$ cat src/rtl/cellrv32_package.sv
// Shared definitions for the cellrv32 CPU: FPU operation encodings, exception
// flag bit positions and the FPU sequencer state type.
package cellrv32_package;

    localparam logic [2:0] fp_op_f2i_c    = 3'd0;
    localparam logic [2:0] fp_op_i2f_c    = 3'd1;
    localparam logic [2:0] fp_op_addsub_c = 3'd2;
    localparam logic [2:0] fp_op_mul_c    = 3'd3;
    localparam logic [2:0] fp_op_direct_c = 3'd4;

    // Bit positions inside the 5-bit fflags vector.
    localparam int fp_exc_nv_c = 4;
    localparam int fp_exc_dz_c = 3;
    localparam int fp_exc_of_c = 2;
    localparam int fp_exc_uf_c = 1;
    localparam int fp_exc_nx_c = 0;

    typedef enum logic [1:0] {
        S_IDLE,
        S_DISPATCH,
        S_WAIT,
        S_DONE
    } fpu_seq_state_t;

    // Rounding modes 5 and 6 are reserved; 7 is only meaningful before resolution.
    function automatic logic fp_rm_illegal(input logic [2:0] rm);
        return (rm == 3'd5) || (rm == 3'd6) || (rm == 3'd7);
    endfunction

endpackage

$ cat src/rtl/cellrv32_cpu_cp_fpu32_seq.sv
// Single-precision FPU operation sequencer: dispatches one operation to a
// multi-cycle unit or takes the direct result, then completes and merges fflags.
module cellrv32_cpu_cp_fpu32_seq
    import cellrv32_package::*;
#(
    parameter int TIMEOUT = 64
) (
    input  logic             clk_i,
    input  logic             rstn_i,
    input  logic             start_i,
    input  logic [2:0]       op_i,
    input  logic [2:0]       rm_i,
    input  logic [2:0]       frm_i,
    input  logic             abort_i,
    output logic [3:0]       unit_start_o,
    output logic [2:0]       rmode_o,
    input  logic [3:0]       unit_done_i,
    input  logic [3:0][31:0] unit_res_i,
    input  logic [3:0][4:0]  unit_flags_i,
    input  logic [31:0]      direct_res_i,
    input  logic [4:0]       direct_flags_i,
    input  logic             fflags_we_i,
    input  logic [4:0]       fflags_wdata_i,
    output logic [4:0]       fflags_o,
    output logic [31:0]      result_o,
    output logic             valid_o,
    output logic             illegal_o,
    output logic             timeout_o,
    output logic             busy_o
);

    localparam int             CNT_W    = $clog2(TIMEOUT);
    localparam logic [CNT_W-1:0] CNT_LAST = CNT_W'(TIMEOUT - 1);

    fpu_seq_state_t   state;
    logic [2:0]       op_q;
    logic             illegal_q;
    logic [31:0]      cap_res;
    logic [4:0]       cap_flags;
    logic [CNT_W-1:0] cnt;

    logic [2:0] rm_res;
    logic       req_illegal;
    logic       req_direct;
    logic       merge;

    assign rm_res      = (rm_i == 3'b111) ? frm_i : rm_i;
    assign req_illegal = (op_i > fp_op_direct_c) || fp_rm_illegal(rm_res);
    assign req_direct  = (op_i == fp_op_direct_c);
    assign busy_o      = (state != S_IDLE);
    assign merge       = (state == S_DONE) && !abort_i && !illegal_o && !timeout_o;

    // Direct and illegal requests also pass through S_DISPATCH (without a start
    // pulse), so every completion is produced by the same registered path.
    // NOTE: all state below uses non-blocking assignments so every register
    // samples the pre-edge values; blocking here would create ordering races.
    always_ff @(posedge clk_i or negedge rstn_i) begin
        if (!rstn_i) begin
            state        <= S_IDLE;
            op_q         <= '0;
            illegal_q    <= 1'b0;
            cap_res      <= '0;
            cap_flags    <= '0;
            cnt          <= '0;
            unit_start_o <= '0;
            rmode_o      <= '0;
            result_o     <= '0;
            valid_o      <= 1'b0;
            illegal_o    <= 1'b0;
            timeout_o    <= 1'b0;
        end else if (abort_i && (state != S_IDLE)) begin
            state        <= S_IDLE;
            unit_start_o <= '0;
            valid_o      <= 1'b0;
        end else begin
            case (state)
                S_IDLE: begin
                    valid_o <= 1'b0;
                    if (start_i) begin
                        op_q      <= op_i;
                        rmode_o   <= rm_res;
                        illegal_q <= req_illegal;
                        cap_res   <= (req_direct && !req_illegal) ? direct_res_i : '0;
                        cap_flags <= (req_direct && !req_illegal) ? direct_flags_i : '0;
                        if (!req_illegal && !req_direct)
                            unit_start_o <= 4'b0001 << op_i[1:0];
                        state <= S_DISPATCH;
                    end
                end
                S_DISPATCH: begin
                    unit_start_o <= '0;
                    cnt          <= '0;
                    if (illegal_q || (op_q == fp_op_direct_c)) begin
                        result_o  <= cap_res;
                        illegal_o <= illegal_q;
                        timeout_o <= 1'b0;
                        valid_o   <= 1'b1;
                        state     <= S_DONE;
                    end else begin
                        state <= S_WAIT;
                    end
                end
                S_WAIT: begin
                    if (unit_done_i[op_q[1:0]]) begin
                        result_o  <= unit_res_i[op_q[1:0]];
                        cap_flags <= unit_flags_i[op_q[1:0]];
                        illegal_o <= 1'b0;
                        timeout_o <= 1'b0;
                        valid_o   <= 1'b1;
                        state     <= S_DONE;
                    end else if (cnt == CNT_LAST) begin
                        result_o  <= '0;
                        cap_flags <= '0;
                        illegal_o <= 1'b0;
                        timeout_o <= 1'b1;
                        valid_o   <= 1'b1;
                        state     <= S_DONE;
                    end else begin
                        cnt <= cnt + 1'b1;
                    end
                end
                S_DONE: begin
                    valid_o <= 1'b0;
                    state   <= S_IDLE;
                end
                default: state <= S_IDLE;
            endcase
        end
    end

    // A CSR write replaces the old accrued value but never drops flags merged
    // by a completion in the same cycle.
    always_ff @(posedge clk_i or negedge rstn_i) begin
        if (!rstn_i)
            fflags_o <= '0;
        else if (fflags_we_i || merge)
            fflags_o <= (fflags_we_i ? fflags_wdata_i : fflags_o) | (merge ? cap_flags : 5'b0);
    end

endmodule

$ cat config.mk
export PLATFORM = sky130hd
export DESIGN_NAME = cellrv32_cpu_cp_fpu32_seq
export DESIGN_NICKNAME = d
export VERILOG_FILES = /design/src/rtl/cellrv32_package.sv /design/src/rtl/cellrv32_cpu_cp_fpu32_seq.sv
export SDC_FILE = /design/constraint.sdc
export NUM_CORES = 1
export LEC_CHECK = 0
export CORE_UTILIZATION = 45
export CTS_CLUSTER_SIZE = 14
export DETAILED_ROUTE_END_ITERATION = 10
export PLACE_DENSITY = 0.87
export SETUP_SLACK_MARGIN = 0.15
export SYNTH_ARGS = -nofsm -noshare
export SYNTH_HDL_FRONTEND = slang
export SYNTH_SLANG_ARGS = --single-unit
$ cat constraint.sdc
create_clock -name clk_i -period 6.39 [get_ports clk_i]
set_clock_uncertainty 0.05 [all_clocks]
set_input_delay 0.639 -clock clk_i [delete_from_list [all_inputs] [get_ports clk_i]]
set_output_delay 0.639 -clock clk_i [all_outputs]
set_load 0.02 [all_outputs]
==> impl_metrics.env, run 1 <==
export IMPL_status="complete, but fails checks"
export IMPL_violations="design-rule violations"
export IMPL_std_cell_rows=39
export IMPL_hold_path_class="input pin to async pin"
export IMPL_cts_tree="done"
export IMPL_dp_hpwl_um=12560
export IMPL_tightest_slew_ns=1.011
export IMPL_cp_end_kind="flip-flop"
export IMPL_first_pass_iters=9
export IMPL_io_pins=256
export IMPL_cts_inserted_buffers=9
export IMPL_clock_latency_ns=0.33
export IMPL_p_switching_uw=1044
export IMPL_drv_cap=0
export IMPL_design_die_area_sq_mm=0.01256
export IMPL_synth_area_sq_mm=0.005453
export IMPL_drive_gt1_share_pct=11.48
export IMPL_postSynthCellCount=456
export IMPL_hold_viol=0
export IMPL_antenna_found_initial=0
export IMPL_synthesis_nets=670
export IMPL_crit_type="flip-flop to flip-flop"
export IMPL_die_h_um=112.1
export IMPL_io_buffers=255
export IMPL_die_w_um=112.1
export IMPL_clockBufferDepth=2
export IMPL_cts_setup_buffers=0
export IMPL_holdWs_ns=0.2479
export IMPL_synth_warning_count=0
export IMPL_r2r_setup_slack_ns=3.14
export IMPL_rsz0062_at_grt="no"
export IMPL_yosys_top_cells_area="dfrtp_1 (44%), mux2i_1 (12%), mux2_4 (8.3%)"
export IMPL_holdBufCountCts=0
export IMPL_grt_pass1_wl_um=26300
export IMPL_fmax_ghz=0.3074
export IMPL_yosys_top_cells_count="dfrtp_1 (96), mux2i_1 (68), nand2_1 (45)"
export IMPL_final_nets=906
export IMPL_synth_avg_cell_area_sq_um=11.96
export IMPL_total_power_uw=2801
export IMPL_max_slew_margin_pct=31.67
export IMPL_synth_ff_type="dfrtp_1"
export IMPL_initial_core_util_pct=46.95
export IMPL_fillers=800
export IMPL_netlist_area_leader_share_pct=44.06
export IMPL_root_buffer="clkbuf_16"
export IMPL_place_congestion=0.8526
export IMPL_min_period_ns=3.253
export IMPL_clock_sinks=96
export IMPL_pwr_share_seq_pct=31.7
export IMPL_post_synth_top_count_cell="dfrtp_1"
export IMPL_antenna_cells=0
export IMPL_synth_edff_count=0
export IMPL_ctsHtreeMaxLevel=3
export IMPL_grt_max_degree=52
export IMPL_crit_arrival_ns=3.42
export IMPL_cp_required_ns=6.56
export IMPL_ys_seq_area_share_pct=44.06
export IMPL_first_iter_violations=276
export IMPL_avgRoutedWirePerCell_um=20.03
export IMPL_p_int_uw=1758
export IMPL_routed_wl_um=16820
export IMPL_grt_pass1_vias=5086
export IMPL_powerDensity_mw_per_mm2=334.7
export IMPL_crit_fanout=33
export IMPL_fin_tns_setup_ns=0
export IMPL_startpoint_type="flip-flop"
export IMPL_ys_types=46
export IMPL_core_sq_mm=0.01161
export IMPL_ant_nets=0
export IMPL_irDropWorstVdd_v=0.0001800
export IMPL_cellLeakagePower_uw=0.003675
export IMPL_swShare_pct=37.25
export IMPL_vias=4848
export IMPL_areaGrowthSynthToFinish_pct=53.49
export IMPL_async_flop_share_pct=100.0
export IMPL_slew_viol_final=0
export IMPL_finalSetupViolCount=0
export IMPL_avgViaCountPerCell=5.771
export IMPL_p_comb_share_pct=48.6
export IMPL_post_cts_resized=0
export IMPL_grt_util_all_layers_pct=27.24
export IMPL_yosysTopAreaCell="dfrtp_1"
export IMPL_multi_input_area_sq_mm=0.002868
export IMPL_route_detailed_drc=4
export IMPL_path_clk_slew_ns=0.07
export IMPL_gr_total_overflow=0
export IMPL_ys_seq_elements=96
export IMPL_post_route_period_util_pct=50.91
export IMPL_p_clk_share_pct=19.8
export IMPL_final_seq_area_sq_mm=0.002406
-- cell families after synthesis --
group	after synthesis	synth area share, %
buf+inv	41	3.396
compound gates	108	16.80
mux	120	26.66
flops	96	44.06
fa+ha+maj	6	1.377
simple gates	85	7.710
-- registers in the layout, indices dropped and copies added, names as in the netlist --
signal        flops
cap_flags         5
state             2
unit_start_o      4
valid_o           1
rmode_o           3
result_o         32
illegal_o         1
op_q              3
timeout_o         1
cnt               6
cap_res          32
fflags_o          5
illegal_q         1
-- worst max-delay path, stage by stage (launching register included) --
cell,delay (ns)
dfrtp_4,0.79
mux4_2,0.41
a31oi_4,0.10
a221oi_4,0.89
buf_4,0.54
mux2_4,0.34
-- path summary, 6_finish.rpt --
kind	startpoint	end	depth (start not counted)
min in group clk_i	rmode_o[2]$_DFFE_PN0P_	rmode_o[2]$_DFFE_PN0P_	2
min reg2reg	rmode_o[2]$_DFFE_PN0P_	rmode_o[2]$_DFFE_PN0P_	2
max	op_q[1]$_DFFE_PN0P_	result_o[25]$_DFFE_PN0P_	5
max in group asynchronous	rstn_i	op_q[1]$_DFFE_PN0P_	2
min	rstn_i	rmode_o[1]$_DFFE_PN0P_	1
max reg2reg	op_q[1]$_DFFE_PN0P_	result_o[25]$_DFFE_PN0P_	5
-- power groups by stage --
| stage | logic (uW) | clock network, uW | registers [uW] |
|---|---|---|---|
| after floorplan | 920 | 0 | 884 |
| after global routing | 1450 | 582 | 907 |
| after CTS | 1360 | 559 | 886 |
| after detailed placement | 1360 | 0 | 895 |
| after global placement | 1320 | 0 | 888 |
| final | 1360 | 554 | 887 |
-- layout make-up --
class,instances,area share [%]
Clock buffer,10,2.855
Inverter,6,0.2691
Timing Repair Buffer,260,30.92
Tap cell,143,2.138
Multi-Input combinational cell,319,34.27
Sequential cell,96,28.75
Clock inverter,6,0.8073
-- through the flow --
step                area (sq um)  std cells  setup slack (ns)  util (%)
floorplan                   5453        456             4.136         -
detailed placement          8063        824             2.876     69.42
finish                      8369        840             3.137     72.06
global placement            8063        824             2.940     69.42
global route                8369        840             2.996     72.06
CTS                         8369        840             3.132     72.06
-- layout by cell type, fill, tap and decap left out, types with 3 or more instances in the layout --
cell type        Yosys  layout
a221o_1              6       6
a22o_1              32      32
clkbuf_16            0       9
mux2_4              30      30
a32o_1               5       5
nand3_1              5       5
nand2_1             45      44
o221ai_1            32      32
and4_1               3       3
ha_1                 6       6
buf_4                0       6
nor4b_1              4       4
nor2_1               4       4
mux4_2               4       4
nor3_1               3       3
o21ai_0             11      11
nor2b_1              7       7
a21oi_1              6       6
clkdlybuf4s50_1      0     254
dfrtp_1             96      95
inv_1                6       6
mux2_2              16      16
mux2i_1             68      68
-- layer usage --
metal  GRT usage (%)  up-vias  share of wire, %
li1                -     2236                 -
met2           48.07      204                52
met4           11.82        0               2.6
met1           32.39     2374                39
met5               0        -                 0
met3           5.346       34               6.3
No activity file was read; power rests on OpenSTA's default activity.
==> run 2, diff against run 1 <==
- CORE_UTILIZATION: 45 -> 42
- PLACE_DENSITY: 0.87 -> 0.82
- clock period: 6.39 -> 3.4 ns (I/O delays scaled with it)
==> run 2 against run 1 <==
The run now ends clean. Worst hold slack lost 0.14 ns. Cell count increased by 3.7%. Cell area rose by 0.52%. Sequential power up 86%. Critical path type unchanged.
==> impl_metrics.env, run 2 (same netlist as run 1, synthesis figures left out) <==
export IMPL_crit_arrival_ns=2.79
export IMPL_initial_core_util_pct=43.21
export IMPL_mostFrequentLayoutCells="clkdlybuf4s50_1 (254), dfrtp_1 (95), mux2i_1 (68)"
export IMPL_ctsHtreeMaxLevel=3
export IMPL_fmax_ghz=0.3826
export IMPL_crit_type="flip-flop to flip-flop"
export IMPL_total_power_uw=5252
export IMPL_finalSetupViolCount=0
export IMPL_gr_total_overflow=0
export IMPL_io_pins=256
export IMPL_first_pass_iters=4
export IMPL_cellLeakagePower_uw=0.003685
export IMPL_die_w_um=115.9
export IMPL_hold_path_class="input pin to async pin"
export IMPL_areaGrowthSynthToFinish_pct=54.29
export IMPL_rsz0062_at_grt="no"
export IMPL_route_detailed_drc=0
export IMPL_r2r_setup_slack_ns=0.79
export IMPL_place_congestion=0.8217
export IMPL_vias=4818
export IMPL_grt_max_degree=80
export IMPL_path_clk_slew_ns=0.07
export IMPL_post_cts_resized=0
export IMPL_antenna_found_initial=0
export IMPL_dp_hpwl_um=12250
export IMPL_fillers=964
export IMPL_first_iter_violations=200
export IMPL_grt_util_all_layers_pct=24.62
export IMPL_crit_fanout=23
export IMPL_routed_wl_um=16360
export IMPL_root_buffer="clkbuf_16"
export IMPL_std_cell_rows=41
export IMPL_holdBufCountCts=0
export IMPL_drv_cap=0
export IMPL_final_nets=908
export IMPL_grt_pass1_vias=5033
export IMPL_post_route_period_util_pct=76.87
export IMPL_max_slew_margin_pct=28.14
export IMPL_min_period_ns=2.614
export IMPL_fin_tns_setup_ns=0
export IMPL_timing_rr_end="result_o[15]$_DFFE_PN0P_"
export IMPL_die_h_um=115.9
export IMPL_avgRoutedWirePerCell_um=18.78
export IMPL_slew_viol_final=0
export IMPL_cts_setup_buffers=0
export IMPL_hold_viol=0
export IMPL_clockBufferDepth=2
export IMPL_layout_commonest_cell="clkdlybuf4s50_1"
export IMPL_avgViaCountPerCell=5.532
export IMPL_final_core_util_pct=66.67
export IMPL_reg2regPathDepth=5
export IMPL_ant_nets=0
export IMPL_io_buffers=255
export IMPL_powerDensity_mw_per_mm2=624.2
export IMPL_r2r_start="op_q[0]$_DFFE_PN0P_"
export IMPL_cts_inserted_buffers=9
export IMPL_irDropWorstVdd_v=0.0004347
export IMPL_cp_end_kind="flip-flop"
export IMPL_antenna_cells=0
export IMPL_grt_pass1_wl_um=25070
export IMPL_clock_latency_ns=0.33
export IMPL_clock_sinks=96
export IMPL_drive_gt1_share_pct=11.59
export IMPL_startpoint_type="flip-flop"
export IMPL_design_die_area_sq_mm=0.01344
export IMPL_status="finished, final reports clean"
export IMPL_cts_tree="done"
export IMPL_tightest_slew_ns=1.063
export IMPL_reg_largest_list="cap_res x32, result_o x32, cnt x6"
export IMPL_core_sq_mm=0.01262
export IMPL_cp_required_ns=3.57
## run 2: area by class of cell
class | count | area, sq um | share of cell area, %
Multi-Input combinational cell | 319 | 2868 | 34.09
Timing Repair Buffer | 262 | 2603 | 30.93
Sequential cell | 96 | 2406 | 28.60
Clock buffer | 11 | 242.7 | 2.885
Tap cell | 172 | 215.2 | 2.558
Clock inverter | 5 | 56.30 | 0.6692
Inverter | 6 | 22.52 | 0.2677
## run 2: worst max-delay path: stages (launching register included)
cell and delay [ns]:
dfrtp_1 0.64, mux4_2 0.66, a31oi_4 0.36, a221oi_4 0.12, buf_4 0.30, mux2_4 0.35
## run 2: power by group
| group | switching (uW) | leakage (uW) | internal [uW] | total [uW] |
|---|---|---|---|---|
| logic | 1250 | 0.00225 | 1330 | 2590 |
| registers | 263 | 0.00129 | 1390 | 1650 |
| clock network | 421 | 0.000145 | 589 | 1010 |
## run 2: through the flow
stage               hold slack [ns]  instance area [sq um]  instances  setup slack [ns]
floorplan                 -0.005591                   5453        456             1.251
finish                       0.1067                   8413        871            0.7863
detailed placement           0.4306                   8114        855            0.7515
CTS                          0.1553                   8413        871            0.7952
global placement             0.4201                   8114        855            0.8128
global route                 0.1872                   8413        871            0.6287
## run 2: how the worst max path moves through the flow
stage | start | endpoint | slack (ns)
finish | op_q[0]$_DFFE_PN0P_ | result_o[15]$_DFFE_PN0P_ | 0.79
global route | state[0]$_DFFE_PN0P_ | result_o[30]$_DFFE_PN0P_ | 0.63
CTS | op_q[0]$_DFFE_PN0P_ | result_o[23]$_DFFE_PN0P_ | 0.80
detailed placement | unit_done_i[3] | result_o[14]$_DFFE_PN0P_ | 0.75
global placement | unit_done_i[3] | result_o[9]$_DFFE_PN0P_ | 0.81
floorplan | state[0]$_DFFE_PN0P_ | illegal_o$_DFFE_PN0P_ | 1.25
## run 2: metal layers
metal  wire length (um)  vias to the layer above  global-route usage (%)
met5                  0                        -                       0
met4                595                        0                   10.60
met3                951                       38                   6.172
met2               8526                      205                   43.57
met1               6286                     2337                   28.18
li1                   -                     2238                       -
==> run 3, diff against run 2 <==
- clock period: 3.4 -> 2.67 ns (I/O delays scaled with it)
==> run 3 against run 2 <==
Utilization increased by 0.58 points. Largest power group unchanged. Critical path depth is 2 higher. Cell area increased by 0.88%. Clock-buffer cell count unchanged. Register-to-register slack got worse by 0.56 ns.
==> impl_metrics.env, run 3 (same netlist as run 1, synthesis figures left out) <==
export IMPL_ctsHtreeMaxLevel=3
export IMPL_cellLeakagePower_uw=0.003715
export IMPL_min_period_ns=2.449
export IMPL_first_iter_violations=240
export IMPL_crit_type="flip-flop to flip-flop"
export IMPL_first_pass_iters=5
export IMPL_grt_max_degree=53
export IMPL_root_buffer="clkbuf_16"
export IMPL_antenna_cells=0
export IMPL_grt_pass1_vias=5046
export IMPL_avgViaCountPerCell=5.472
export IMPL_r2r_setup_slack_ns=0.22
export IMPL_post_route_cell_area_sq_mm=0.008487
export IMPL_fmax_ghz=0.4084
export IMPL_crit_start="state[0]$_DFFE_PN0P_"
export IMPL_io_pins=256
export IMPL_die_h_um=115.9
export IMPL_reg2regPathDepth=7
export IMPL_crit_path_end="result_o[30]$_DFFE_PN0P_"
export IMPL_status="finished, final reports clean"
export IMPL_mostFrequentLayoutCells="clkdlybuf4s50_1 (254), dfrtp_1 (95), mux2i_1 (68)"
export IMPL_final_nets=917
export IMPL_tightest_slew_ns=0.9189
export IMPL_finalSetupViolCount=0
export IMPL_max_slew_margin_pct=37.87
export IMPL_powerDensity_mw_per_mm2=788.3
export IMPL_vias=4810
export IMPL_route_detailed_drc=0
export IMPL_fin_tns_setup_ns=0
export IMPL_crit_arrival_ns=2.61
export IMPL_hold_path_class="flip-flop to flip-flop"
export IMPL_dp_hpwl_um=12480
export IMPL_r2r_start="state[0]$_DFFE_PN0P_"
export IMPL_core_sq_mm=0.01262
export IMPL_layout_commonest_cell="clkdlybuf4s50_1"
export IMPL_irDropWorstVdd_v=0.0005275
export IMPL_hold_viol=0
export IMPL_startpoint_type="flip-flop"
export IMPL_antenna_found_initial=0
export IMPL_crit_fanout=23
export IMPL_cp_end_kind="flip-flop"
export IMPL_cts_tree="done"
export IMPL_cts_inserted_buffers=9
export IMPL_initial_core_util_pct=43.21
export IMPL_cp_required_ns=2.83
export IMPL_drv_cap=0
export IMPL_rsz0062_at_grt="no"
export IMPL_clockBufferDepth=2
export IMPL_slew_viol_final=0
export IMPL_grt_util_all_layers_pct=24.39
export IMPL_io_buffers=255
export IMPL_gr_total_overflow=0
export IMPL_clock_sinks=96
export IMPL_clock_latency_ns=0.34
export IMPL_avgRoutedWirePerCell_um=18.44
export IMPL_path_clk_slew_ns=0.07
export IMPL_std_cell_rows=41
export IMPL_place_congestion=0.8905
export IMPL_routed_wl_um=16210
export IMPL_timing_rr_end="result_o[30]$_DFFE_PN0P_"
export IMPL_die_w_um=115.9
export IMPL_post_route_period_util_pct=91.71
export IMPL_reg_largest_list="cap_res x32, result_o x32, cnt x6"
export IMPL_drive_gt1_share_pct=12.45
export IMPL_design_die_area_sq_mm=0.01344
export IMPL_cts_setup_buffers=0
export IMPL_ant_nets=0
export IMPL_grt_pass1_wl_um=25190
export IMPL_areaGrowthSynthToFinish_pct=55.64
export IMPL_dpl_instance_area_sq_mm=0.008199
-- run 3: critical path, cell delays in order, from the launching register on --
cell and delay (ns):
dfrtp_1 0.42, inv_1 0.15, ha_1 0.29, nand2b_1 0.27, o21ai_0 0.20, a221oi_4 0.31, buf_12 0.26, mux2_2 0.36
-- run 3: stage by stage --
| stage | setup slack, ns | std cells | utilization (%) | total power, uW | hold slack [ns] |
|---|---|---|---|---|---|
| after global routing | 0.1530 | 879 | 67.25 | 7045 | 0.4711 |
| after floorplan | 0.5212 | 456 | - | 4318 | -0.07859 |
| after global placement | 0.3674 | 863 | 64.97 | 5403 | 0.2858 |
| final | 0.2214 | 879 | 67.25 | 6690 | 0.4345 |
| after CTS | 0.2700 | 879 | 67.22 | 6709 | 0.4423 |
| after detailed placement | 0.2923 | 863 | 64.97 | 5506 | 0.3005 |
-- run 3: layout make-up --
type | instances | area (sq um)
clock inverter | 4 | 31.28
timing repair buffer | 271 | 2701
multi-input combinational | 319 | 2868
tap | 172 | 215.2
sequential | 96 | 2406
clock buffer | 11 | 242.7
inverter | 6 | 22.52
fill | 967 | 4133
-- run 3: worst min path at each step --
stage | from | end | slack [ns] | cells after the start
finish | rmode_o[2]$_DFFE_PN0P_ | rmode_o[2]$_DFFE_PN0P_ | 0.43 | 2
global route | cap_res[1]$_DFFE_PN0P_ | cap_res[1]$_DFFE_PN0P_ | 0.47 | 1
CTS | rmode_o[2]$_DFFE_PN0P_ | rmode_o[2]$_DFFE_PN0P_ | 0.44 | 2
detailed placement | rstn_i | rmode_o[2]$_DFFE_PN0P_ | 0.30 | 1
global placement | rstn_i | rmode_o[2]$_DFFE_PN0P_ | 0.29 | 1
floorplan | rstn_i | cap_flags[0]$_DFFE_PN0P_ | -0.08 | 0
-- run 3: repair_timing --
action | in CTS | in global routing
endpoints found under the setup margin | 0 | 2
gates resized for setup | 0 | 1
hold endpoints to repair | 51 | 0
hold buffers | 1 | 0
-- run 3: routing by layer --
metal | track usage (%) | wire length, um | up-vias
met3 | 3.347 | 712 | 28
met1 | 29.52 | 6570 | 2370
met4 | 9.744 | 346 | 0
met5 | 0 | 0 | -
met2 | 43.69 | 8578 | 157
li1 | - | - | 2255
-- run 3: report_power, final --
part / internal [uW] / total (uW) / switching (uW)
sequential: 1770 / 2000 / 227
clock: 654 / 1200 / 542
combinational: 1780 / 3490 / 1720
